<file path="src/rtl/led_fade_driver.sv">
// led_fade_driver: 8-channel PWM LED driver with linear per-channel fades toward a capped target.
// Define LED_FADE_GAMMA_EN to apply a square-law gamma correction in the duty latch.
module led_fade_driver #(
   parameter int PWM_BITS         = 8,
   parameter int FADE_STEP_CYCLES = 50_000
) (
   input  logic                clk,
   input  logic                rst_n,
   input  logic [7:0]          led_in,
   input  logic [PWM_BITS-1:0] bright_max,
   output logic [7:0]          led_out,
   output logic                busy
);
   localparam int TW = (FADE_STEP_CYCLES > 2) ? $clog2(FADE_STEP_CYCLES) : 1;
   localparam logic [PWM_BITS-1:0] PWM_LAST  = PWM_BITS'((1 << PWM_BITS) - 2);
   localparam logic [TW-1:0]       TICK_LAST = TW'(FADE_STEP_CYCLES - 1);
   logic [7:0]                     in_q;
   logic [PWM_BITS-1:0]            max_q, pwm_cnt;
   logic [TW-1:0]                  tick_cnt;
   logic                           tick;
   logic [7:0][PWM_BITS-1:0]       level, level_nxt, tgt, duty;
   logic [7:0]                     diff;

   function automatic logic [PWM_BITS-1:0] duty_map(input logic [PWM_BITS-1:0] l);
`ifdef LED_FADE_GAMMA_EN
      logic [2*PWM_BITS-1:0] p;
      p = {{PWM_BITS{1'b0}}, l} * {{PWM_BITS{1'b0}}, l};
      return (l == '1) ? '1 : p[2*PWM_BITS-1:PWM_BITS];
`else
      return l;
`endif
   endfunction

   assign tick = tick_cnt == TICK_LAST;

   // Step toward the current target only on tick; equality holds, so no overshoot or wrap.
   always_comb begin
      for (int i = 0; i < 8; i++) begin
         tgt[i]       = in_q[i] ? max_q : '0;
         diff[i]      = level[i] != tgt[i];
         level_nxt[i] = !tick ? level[i] :
                        (level[i] < tgt[i]) ? level[i] + 1'b1 :
                        (level[i] > tgt[i]) ? level[i] - 1'b1 : level[i];
      end
   end

   always_ff @(posedge clk or negedge rst_n) begin
      if (!rst_n) begin
         in_q     <= '0;
         max_q    <= '0;
         pwm_cnt  <= '0;
         tick_cnt <= '0;
         level    <= '0;
         duty     <= '0;
         led_out  <= '0;
         busy     <= 1'b0;
      end else begin
         in_q     <= led_in;
         max_q    <= bright_max;
         pwm_cnt  <= (pwm_cnt == PWM_LAST) ? '0 : pwm_cnt + 1'b1;
         tick_cnt <= tick ? '0 : tick_cnt + 1'b1;
         level    <= level_nxt;
         busy     <= |diff;
         // Duty only changes at the period boundary so each period has one constant width.
         for (int i = 0; i < 8; i++) begin
            if (pwm_cnt == PWM_LAST) duty[i] <= duty_map(level[i]);
            led_out[i] <= duty[i] > pwm_cnt;
         end
      end
   end
endmodule

</file>
<file path="config.mk">
export PLATFORM = sky130hd
export DESIGN_NAME = led_fade_driver
export DESIGN_NICKNAME = d
export VERILOG_FILES = /design/src/rtl/led_fade_driver.sv
export SDC_FILE = /design/constraint.sdc
export NUM_CORES = 1
export LEC_CHECK = 0
export CAP_MARGIN = 10
export CELL_PAD_IN_SITES_DETAIL_PLACEMENT = 1
export CELL_PAD_IN_SITES_GLOBAL_PLACEMENT = 2
export CORE_MARGIN = 4
export CORE_UTILIZATION = 41
export CTS_CLUSTER_SIZE = 14
export DETAILED_ROUTE_END_ITERATION = 8
export PLACE_DENSITY_LB_ADDON = 0.1
export SLEW_MARGIN = 20
export SYNTH_ARGS = -nofsm -noshare
export SYNTH_HDL_FRONTEND = slang
export SYNTH_SLANG_ARGS = --single-unit
</file>
<file path="constraint.sdc">
create_clock -name clk -period 3.5 [get_ports clk]
set_input_delay 0.35 -clock clk [delete_from_list [all_inputs] [get_ports clk]]
set_output_delay 0.35 -clock clk [all_outputs]
set_load 0.02 [all_outputs]
</file>
==> results.toml, run 1 <==
[route]
route.antenna.remaining_nets = 0
drt_first_iter_violations = 440
drt-vias-per-instance = 5.257
drtPass1Iterations = 4
route.detailed.drc = 0
detailroute.via_count = 8596
detail_route.wl_per_cell_um = 18.12
totalWireLength_um = 29630

[global_route]
grt_overflow = 0
grt_pass1_vias = 9307
grt_max_degree = 84
track_usage_pct = 20.18
grt_pass1_wl_um = 50010
antenna_found_initial = 0

[sta]
setup_viol = 0
report.final.hold_viol_count = 0
min_period_over_period_pct = 92.36
grt_setup_unrepaired = "no"
slew_headroom_pct = 44.12
tightest_slew_ns = 0.8383
drv_slew = 0
timing.fmax_ghz = 0.3093
timing.final.crit_period_ns = 3.233
totalNegativeSetupSlack_ns = 0
skew_ns = 0.01786

[place]
dp.cells = 1602
place.port_buffers = 26
place.detailed.hpwl_um = 20820
placement.cell_area_sq_um = 12360
gpl.final_weighted_congestion = 0.7969

[critical_path]
critical_path.endpoint_type = "flop"
cp_data_required_time_ns = 3.82
critical_path.reg2reg.endpoint = "level[6]"
crit_buf_inv = 1
critical_path_peak_fanout = 8
critPathArrivalTime_ns = 3.56
critical_path.slowest_cell = "sky130_fd_sc_hd__fa_1"
r2r-start = "max_q[1]"
crit_family = "compound AO/OA/AOI/OAI gates"
stages_on_worst_setup_path = 14
timing.critical_path.slowest_cell_delay_ns = 0.47
reg2reg_depth = 14
crit_path_cell_trace = "buf_4 -> nand2_1 -> ha_1 -> nor2b_1 -> o211ai_1 -> a21o_1 -> nand2_1 -> fa_1 -> a21o_1 -> a21oi_1 -> o21bai_1 -> a21oi_1 -> xnor2_1 -> mux2_2"
crit_type = "flop to flop"
r2r_setup_slack_ns = 0.27
start_kind = "flop"

[synth]
syn-num-nets = 1417
synth_top_cells_by_area = "sky130_fd_sc_hd__dfrtp_1 38%, sky130_fd_sc_hd__ha_1 19%, sky130_fd_sc_hd__nand2_1 9.1%"
ys_ff_latch = 177
syn_avg_cell_area_sq_um = 9.556
yosys_warnings = 0
netlist_area_sq_um = 11580
postSynthCellCount = 1212
yosys.cell_types.count = 42
post-synth-top-area-cell = "sky130_fd_sc_hd__dfrtp_1"
synth_top_area_share_pct = 38.24
post_synthesis_sequential_area_ratio_pct = 38.24

[cells_and_area]
areaGrowthSynthToFinish_pct = 11.97
finish.net_count = 1449
fin_cells = 1635
final_cell_area_sq_um = 12970
diode_count = 0
ratio_of_cells_with_drive_above_1_in_the_final_layout_pct = 9.626

[cts]
htreeDepth = 4
clk_pin_slew_ns = 0.08
cts_sinks = 177
tritoncts_buffer_count = 17
max-clock-path-buffers = 2
tritoncts = "yes"
insertion_delay_ns = 0.44
root_cell_of_the_clock_tree = "sky130_fd_sc_hd__clkbuf_16"
postCtsSetupBuffers = 0

[outcome]
status = "finished, final reports clean"

[floorplanning]
num_rows = 61
fp.dieH_um = 176.1
ioPinCount = 27
die_w_um = 176.1
start_util_pct = 41.58
die-area_sq_um = 31000
area_of_the_placeable_core_sq_um = 27860

[power_and_ir_drop]
p_leak_uw = 0.006771
power.density_nw_per_um2 = 333.1
vdd_ir_drop_max_uv = 282.3

[hold_path]
timing.hold.worst.class = "input port to flop"
worst_hold_path.endpoint = "in_q[3]"
min_path_cells = 1
hold_start = "led_in[3]"

[flow_run]
max_cap_viol_count = 0
-- final cells by class --
cell class	instances	area, sq um
Fill cell	3165	14890
Multi-Input combinational cell	966	6899
Sequential cell	177	4431
Tap cell	378	473.0
Clock buffer	17	425.4
Timing Repair Buffer	42	424.2
Clock inverter	15	166.4
Inverter	40	150.1
-- flip-flops by register name, indices dropped and copies added, names as in the netlist --
name,flops
busy,1
duty,64
in_q,8
led_out,8
level,64
max_q,8
pwm_cnt,8
tick_cnt,16
-- worst max-delay path by stage --
| stage | startpoint | to | slack [ns] |
|---|---|---|---|
| after floorplan | max_q[1] | level[62] | 0.53 |
| after detailed placement | max_q[7] | level[54] | 0.25 |
| after CTS | max_q[7] | level[54] | 0.19 |
| after global placement | max_q[7] | level[6] | 0.36 |
| final | max_q[1] | level[6] | 0.27 |
| after global routing | max_q[1] | level[6] | 0.008 |
-- layer usage --
metal	up-vias	share of wire [%]	track usage [%]	wire length [um]
met1	4244	51	28.96	15030
met2	56	46	32.95	13770
li1	4281	-	-	-
met4	0	1.0	4.321	310
met3	15	1.8	2.484	519
met5	-	0	0	0
-- cell families (layout without fill, tap and decap cells) --
| logic type | after synthesis | in the layout | synth area share (%) |
|---|---|---|---|
| and+or+nand+nor | 435 | 435 | 17.15 |
| muxes | 40 | 40 | 3.889 |
| DFF | 177 | 177 | 38.24 |
| AOI/OAI and AO/OA | 229 | 229 | 12.02 |
| buffers and inverters | 69 | 114 | 2.301 |
| xor gates and xnor gates | 75 | 75 | 5.671 |
| adders and majority gates | 187 | 187 | 20.72 |
-- where the power goes --
part	internal, uW	leakage, uW	switching (uW)	total [uW]
Clock	964	0.000284	1000	1970
Sequential	2050	0.00240	16.9	2070
Combinational	111	0.00409	172	284
Total	3130	0.00677	1190	4320
-- placed cells by master (no fill, tap or decap), types with 34 or more instances in the layout --
master / synthesis / layout
sky130_fd_sc_hd__nand2_1: 282 / 280
sky130_fd_sc_hd__ha_1: 179 / 179
sky130_fd_sc_hd__dfrtp_1: 177 / 176
sky130_fd_sc_hd__a21oi_1: 95 / 95
sky130_fd_sc_hd__xnor2_1: 52 / 52
sky130_fd_sc_hd__inv_1: 40 / 40
sky130_fd_sc_hd__a21o_1: 40 / 40
sky130_fd_sc_hd__mux2_2: 40 / 40
sky130_fd_sc_hd__o21ai_0: 39 / 39
sky130_fd_sc_hd__nand4_1: 34 / 34
-- Yosys cell counts --
| master | instances |
|---|---|
| sky130_fd_sc_hd__ha_1 | 179 |
| sky130_fd_sc_hd__nand2b_1 | 8 |
| sky130_fd_sc_hd__dfrtp_1 | 177 |
| sky130_fd_sc_hd__or3_1 | 1 |
| sky130_fd_sc_hd__nor4_1 | 4 |
| sky130_fd_sc_hd__mux2_2 | 40 |
| sky130_fd_sc_hd__nand2_1 | 282 |
| sky130_fd_sc_hd__nand3_1 | 15 |
| sky130_fd_sc_hd__and4_1 | 1 |
| sky130_fd_sc_hd__o21a_1 | 18 |
| sky130_fd_sc_hd__and3_2 | 2 |
| sky130_fd_sc_hd__or2_2 | 7 |
| sky130_fd_sc_hd__nand4_4 | 1 |
| sky130_fd_sc_hd__a21oi_1 | 95 |
| sky130_fd_sc_hd__and3_1 | 10 |
| sky130_fd_sc_hd__nor2b_1 | 16 |
| sky130_fd_sc_hd__o21ai_0 | 39 |
| sky130_fd_sc_hd__nor3_1 | 2 |
| sky130_fd_sc_hd__a31oi_1 | 8 |
| sky130_fd_sc_hd__nor3b_1 | 1 |
| sky130_fd_sc_hd__o211a_1 | 1 |
| sky130_fd_sc_hd__fa_1 | 8 |
| sky130_fd_sc_hd__and2_2 | 1 |
| sky130_fd_sc_hd__o21ai_2 | 8 |
| sky130_fd_sc_hd__xor2_1 | 23 |
| sky130_fd_sc_hd__a21o_1 | 40 |
| sky130_fd_sc_hd__o211ai_1 | 7 |
| sky130_fd_sc_hd__a211o_1 | 1 |
| sky130_fd_sc_hd__and4_2 | 1 |
| sky130_fd_sc_hd__inv_1 | 40 |
| sky130_fd_sc_hd__clkbuf_1 | 23 |
| sky130_fd_sc_hd__xnor2_1 | 52 |
| sky130_fd_sc_hd__nor4_2 | 1 |
| sky130_fd_sc_hd__and2_1 | 8 |
| sky130_fd_sc_hd__nor2_1 | 32 |
| sky130_fd_sc_hd__o31ai_1 | 1 |
| sky130_fd_sc_hd__nand4_1 | 34 |
| sky130_fd_sc_hd__buf_2 | 6 |
| sky130_fd_sc_hd__o22a_1 | 1 |
| sky130_fd_sc_hd__nor2_4 | 8 |
| sky130_fd_sc_hd__o21bai_1 | 9 |
| sky130_fd_sc_hd__a2111o_1 | 1 |
-- per-stage QoR --
step	hold WS, ns	setup slack, ns	util (%)	total power, uW
after floorplan	0.05441	0.5341	-	2266
after global placement	0.4621	0.3611	44.37	2391
after detailed placement	0.4678	0.2470	44.37	2399
after CTS	0.3271	0.1947	46.53	4384
after global routing	0.3237	0.007989	46.55	4517
final	0.3508	0.2674	46.55	4320
-- what timing repair did --
| item | CTS | global route |
|---|---|---|
| gates resized for setup | 0 | 3 |
| hold buffers | 1 | 0 |
| setup endpoints to repair | 0 | 3 |
| endpoints found under the hold margin | 5 | 0 |
Note: power is estimated with default switching activity, not from simulation.
==> run 2, diff against run 1 <==
--- a/config.mk
+++ b/config.mk
@@ -8,6 +8,7 @@
 export CAP_MARGIN = 10
 export CELL_PAD_IN_SITES_DETAIL_PLACEMENT = 1
 export CELL_PAD_IN_SITES_GLOBAL_PLACEMENT = 2
+export CORE_ASPECT_RATIO = 1.2
 export CORE_MARGIN = 4
 export CORE_UTILIZATION = 41
 export CTS_CLUSTER_SIZE = 14
==> results.toml, run 2 (synthesis gave the netlist of run 1 again) <==
[hold_path]
timing.hold.worst.class = "input port to flop"
worst_hold_path.endpoint = "max_q[6]"
hold_start = "bright_max[6]"
min_path_cells = 1

[place]
place.detailed.hpwl_um = 21400
gpl.final_weighted_congestion = 0.8058
place.port_buffers = 26
placement.cell_area_sq_um = 12370

[cells_and_area]
most_common_cell_after_layout_fill_and_taps_aside = "sky130_fd_sc_hd__nand2_1"
top_regs = "duty (64), level (64), tick_cnt (16)"
diode_count = 0
ratio_of_cells_with_drive_above_1_in_the_final_layout_pct = 9.524
finish.net_count = 1452
areaGrowthSynthToFinish_pct = 11.86
final_cell_area_sq_um = 12960
mostFrequentLayoutCells = "282 x sky130_fd_sc_hd__nand2_1, 179 x sky130_fd_sc_hd__ha_1, 177 x sky130_fd_sc_hd__dfrtp_1, 95 x sky130_fd_sc_hd__a21oi_1, 52 x sky130_fd_sc_hd__xnor2_1"

[global_route]
grt_pass1_wl_um = 49200
grt_overflow = 0
track_usage_pct = 20.11
antenna_found_initial = 0
grt_max_degree = 73
grt_pass1_vias = 9431

[sta]
skew_ns = 0.01137
totalNegativeSetupSlack_ns = 0
timing.final.crit_period_ns = 3.171
tightest_slew_ns = 0.7243
grt_setup_unrepaired = "no"
drv_slew = 0
setup_viol = 0
min_period_over_period_pct = 90.59
slew_headroom_pct = 51.66
timing.fmax_ghz = 0.3154
report.final.hold_viol_count = 0

[floorplanning]
die-area_sq_um = 31010
area_of_the_placeable_core_sq_um = 27920
die_w_um = 161.4
num_rows = 67
start_util_pct = 41.49
ioPinCount = 27
fp.dieH_um = 192.1

[cts]
clk_pin_slew_ns = 0.08
tritoncts_buffer_count = 17
htreeDepth = 4
tritoncts = "yes"
insertion_delay_ns = 0.44
cts_sinks = 177
postCtsSetupBuffers = 0
root_cell_of_the_clock_tree = "sky130_fd_sc_hd__clkbuf_16"
max-clock-path-buffers = 2

[route]
drtPass1Iterations = 4
route.antenna.remaining_nets = 0
drt_first_iter_violations = 328
detailroute.via_count = 8681
detail_route.wl_per_cell_um = 17.80
totalWireLength_um = 29180
route.detailed.drc = 0
drt-vias-per-instance = 5.297

[power_and_ir_drop]
power.density_nw_per_um2 = 327.8
fraction_of_power_spent_switching_nets_pct = 26.70
p_leak_uw = 0.006774
vdd_ir_drop_max_uv = 220.0
p_clk_share_pct = 44.6
internal_power_uw = 3113
share_seq_of_total_power_pct = 48.6
power_switching_uw = 1134
power.combinational.fraction_pct = 6.8

[critical_path]
critical_path_peak_fanout = 7
timing.critical_path.slowest_cell_delay_ns = 0.46
cp_data_required_time_ns = 3.83
critical_path.endpoint_type = "flop"
r2r-start = "max_q[1]"
start_kind = "flop"
crit_type = "flop to flop"
r2r_setup_slack_ns = 0.33
reg2reg_depth = 14
critical_path.reg2reg.endpoint = "level[46]"
crit_path_cell_trace = "buf_4 -> nand2_1 -> ha_1 -> nor2b_1 -> o211ai_1 -> a21o_1 -> nand2_1 -> fa_1 -> a21o_1 -> a21oi_1 -> o21bai_1 -> a21oi_1 -> xnor2_1 -> mux2_2"
critical_path.slowest_cell = "sky130_fd_sc_hd__fa_1"
critPathArrivalTime_ns = 3.50

[outcome]
status = "finished, final reports clean"

[flow_run]
max_cap_viol_count = 0
run 2: cell count changes in the layout (fill, tap and decap cells not counted), moves of 2 or more:
cell                      previous run  this run
sky130_fd_sc_hd__inv_8               6         4
sky130_fd_sc_hd__nand2_1           280       282
sky130_fd_sc_hd__nand2_2             2         0
sky130_fd_sc_hd__buf_4              12        16
sky130_fd_sc_hd__inv_6               1         3
run 2: final cells by class:
cell class | instances | area, sq um
Tap cell | 379 | 474.2
Sequential cell | 177 | 4429
Fill cell | 3183 | 14960
Clock inverter | 14 | 145.1
Timing Repair Buffer | 45 | 434.2
Multi-Input combinational cell | 966 | 6894
Clock buffer | 18 | 429.2
Inverter | 40 | 150.1
run 2: worst max path at each step:
stage / start / end / slack (ns) / depth (start not counted)
global route: max_q[1] / level[46] / 0.03 / 14
CTS: max_q[1] / level[46] / 0.32 / 14
global placement: max_q[1] / level[46] / 0.42 / 14
detailed placement: max_q[3] / level[54] / 0.34 / 13
finish: max_q[1] / level[46] / 0.33 / 14
floorplan: max_q[1] / level[62] / 0.53 / 14
run 2: power groups by stage:
stage / Sequential (uW) / Combinational [uW] / Clock, uW
final: 2060 / 291 / 1890
after global routing: 2070 / 334 / 2050
after CTS: 2060 / 299 / 1960
after detailed placement: 2100 / 297 / 0
after global placement: 2100 / 291 / 0
after floorplan: 2100 / 170 / 0
run 2: through the flow:
stage / total power [uW] / hold WS [ns] / utilization, % / std cells / setup WS, ns
after floorplan: 2266 / 0.05441 / - / 1212 / 0.5341
after global placement: 2394 / 0.4061 / 44.32 / 1606 / 0.4189
after detailed placement: 2402 / 0.4065 / 44.32 / 1606 / 0.3381
after CTS: 4326 / 0.3118 / 46.41 / 1639 / 0.3161
after global routing: 4448 / 0.3155 / 46.41 / 1639 / 0.03094
final: 4247 / 0.3376 / 46.41 / 1639 / 0.3292
run 2: routing by layer:
metal | vias up | global-route usage [%] | wire [um]
met5 | - | 0 | 0
met4 | 0 | 5.711 | 547
met3 | 37 | 2.876 | 540
met2 | 70 | 35.26 | 14560
met1 | 4286 | 25.96 | 13530
li1 | 4288 | - | -
run 2: worst max-delay path: cells and delay by family, from the launching register on:
| kind | cells | cell delay (ns) |
|---|---|---|
| muxes | 1 | 0.26 |
| DFF | 1 | 0.35 |
| xor gates and xnor gates | 1 | 0.07 |
| AOI/OAI and AO/OA | 6 | 1.05 |
| and+or+nand+nor | 3 | 0.40 |
| adders and majority gates | 2 | 0.75 |
| buffers and inverters | 1 | 0.17 |
run 2: timing repair:
action | 4_1_cts | 5_1_grt
hold buffers | 1 | 0
gates resized for setup | 0 | 0
hold endpoints to repair | 70 | 0
==> run 3, diff against run 2 <==
--- a/config.mk
+++ b/config.mk
@@ -10,10 +10,11 @@
 export CELL_PAD_IN_SITES_GLOBAL_PLACEMENT = 2
 export CORE_ASPECT_RATIO = 1.2
 export CORE_MARGIN = 4
-export CORE_UTILIZATION = 41
+export CORE_UTILIZATION = 37
 export CTS_CLUSTER_SIZE = 14
 export DETAILED_ROUTE_END_ITERATION = 8
 export PLACE_DENSITY_LB_ADDON = 0.1
+export RECOVER_POWER = 50
 export SLEW_MARGIN = 20
 export SYNTH_ARGS = -nofsm -noshare
 export SYNTH_HDL_FRONTEND = slang
==> constraint.sdc (replaced) <==
create_clock -name clk -period 2.9 [get_ports clk]
set_input_delay 0.29 -clock clk [delete_from_list [all_inputs] [get_ports clk]]
set_output_delay 0.29 -clock clk [all_outputs]
set_load 0.02 [all_outputs]
==> results.toml, run 3 (synthesis gave the netlist of run 1 again) <==
[sta]
slew_headroom_pct = -42.90
postLayoutSetupSlackWorst_ns = -0.1181
timing.fmax_ghz = 0.3313
grt_setup_unrepaired = "yes"
skew_ns = 0.01623
tightest_slew_ns = 2.143
report.final.hold_viol_count = 0
setup_viol = 10
totalNegativeSetupSlack_ns = -0.3806
timing.final.crit_period_ns = 3.018
min_period_over_period_pct = 104.1
drv_slew = 75

[route]
drtPass1Iterations = 4
detail_route.wl_per_cell_um = 18.08
drt_first_iter_violations = 345
route.antenna.remaining_nets = 0
totalWireLength_um = 32910
detailroute.via_count = 9389
route.detailed.drc = 0
drt-vias-per-instance = 5.159

[critical_path]
crit_type = "flop to flop"
critical_path_peak_fanout = 8
cp_data_required_time_ns = 3.22
critical_path.endpoint_type = "flop"
critPathArrivalTime_ns = 3.34
start_kind = "flop"

[floorplanning]
area_of_the_placeable_core_sq_um = 30650
fp.dieH_um = 201.8
ioPinCount = 27
die_w_um = 169.5
start_util_pct = 37.78
die-area_sq_um = 34210
num_rows = 70

[power_and_ir_drop]
overall_power_uw = 5336
vdd_ir_drop_max_uv = 318.2
p_leak_uw = 0.007595
power.density_nw_per_um2 = 349.8

[global_route]
grt.met3_usage_pct = 2.289
grt_pass1_vias = 10357
track_usage_pct = 19.61
grt_overflow = 0
grt_max_degree = 76
groute.layer.met1.usage_pct = 24.41
antenna_found_initial = 0
grt_pass1_wl_um = 53500
gr-max-usage-layer = "met2"
global_routing_met2_resource_utilization_pct = 35.81

[cts]
clk_pin_slew_ns = 0.08
insertion_delay_ns = 0.44
root_cell_of_the_clock_tree = "sky130_fd_sc_hd__clkbuf_16"
max-clock-path-buffers = 2
cts_sinks = 177
tritoncts = "yes"
htreeDepth = 4
tritoncts_buffer_count = 17

[cells_and_area]
areaGrowthSynthToFinish_pct = 31.70
mostFrequentLayoutCells = "259 x sky130_fd_sc_hd__nand2_1, 176 x sky130_fd_sc_hd__dfrtp_1, 160 x sky130_fd_sc_hd__buf_4, 135 x sky130_fd_sc_hd__ha_1, 62 x sky130_fd_sc_hd__a21oi_1"
most_common_cell_after_layout_fill_and_taps_aside = "sky130_fd_sc_hd__nand2_1"
top_regs = "duty (64), level (64), tick_cnt (16)"
final_cell_area_sq_um = 15250
final.fill_count = 3424
finish.net_count = 1616
ratio_of_cells_with_drive_above_1_in_the_final_layout_pct = 28.51
diode_count = 0

[place]
place.detailed.hpwl_um = 23550
placement.cell_area_sq_um = 13470
place_ws_ns = -0.1517
gpl.final_weighted_congestion = 0.7840
place.port_buffers = 26

[outcome]
status = "complete, but fails checks"
failed_checks = "max-capacitance violations, max-slew violations, negative setup slack"

[flow_run]
max_cap_viol_count = 1

[hold_path]
timing.hold.worst.class = "input port to flop"
run 3: path summary, 6_finish.rpt:
check,slack [ns],start,depth (start not counted),endpoint
min,0.40,bright_max[0],1,max_q[0]
max reg2reg,-0.12,max_q[1],14,level[62]
min in group asynchronous,1.02,rst_n,2,level[4]
max in group asynchronous,0.34,rst_n,3,duty[24]
max,-0.12,max_q[1],14,level[62]
min reg2reg,0.48,duty[13],2,duty[13]
run 3: per-layer routing:
metal	up-vias	share of wire [%]
li1	4616	-
met1	4678	44
met2	62	52
met3	33	1.5
met4	0	2.2
met5	-	0
run 3: final cells by class:
class	instances	area, sq um	share of cell area [%]
inverter	40	150.1	0.9843
timing repair buffer	209	1828	11.98
clock buffer	17	425.4	2.789
multi-input combinational	966	7784	51.03
sequential	177	4431	29.05
tap	396	495.5	3.248
clock inverter	15	140.1	0.9187
run 3: what timing repair did:
item,in CTS,in global routing
pin swaps,34,67
gates cloned,0,0
setup endpoints to repair,27,31
hold endpoints to repair,72,0
hold buffers,1,0
gates resized for setup,76,81
buffers inserted,16,24
run 3: where the power goes:
group / switching, uW / internal [uW] / leakage [uW]
Sequential: 12.1 / 2480 / 0.00240
Clock: 1150 / 1140 / 0.000280
Combinational: 283 / 269 / 0.00491
run 3: critical path, cell delays in order (launching register included):
cell,delay [ns]
sky130_fd_sc_hd__dfrtp_1,0.38
sky130_fd_sc_hd__buf_12,0.17
sky130_fd_sc_hd__nand2_2,0.08
sky130_fd_sc_hd__ha_4,0.25
sky130_fd_sc_hd__nor2b_1,0.12
sky130_fd_sc_hd__o211ai_1,0.21
sky130_fd_sc_hd__a21o_1,0.21
sky130_fd_sc_hd__nand2_4,0.09
sky130_fd_sc_hd__fa_2,0.38
sky130_fd_sc_hd__a21o_1,0.18
sky130_fd_sc_hd__a21oi_2,0.16
sky130_fd_sc_hd__o21bai_1,0.14
sky130_fd_sc_hd__a21oi_2,0.16
sky130_fd_sc_hd__xnor2_1,0.09
sky130_fd_sc_hd__mux2_2,0.26
run 3: through the flow:
step | utilization [%] | hold slack (ns) | instances
2_1_floorplan | - | -0.005591 | 1212
3_3_place_gp | 43.94 | 0.3901 | 1748
3_5_place_dp | 43.94 | 0.4001 | 1748
4_1_cts | 47.85 | 0.2592 | 1797
5_1_grt | 49.76 | 0.3791 | 1820
6_report | 49.76 | 0.3984 | 1820
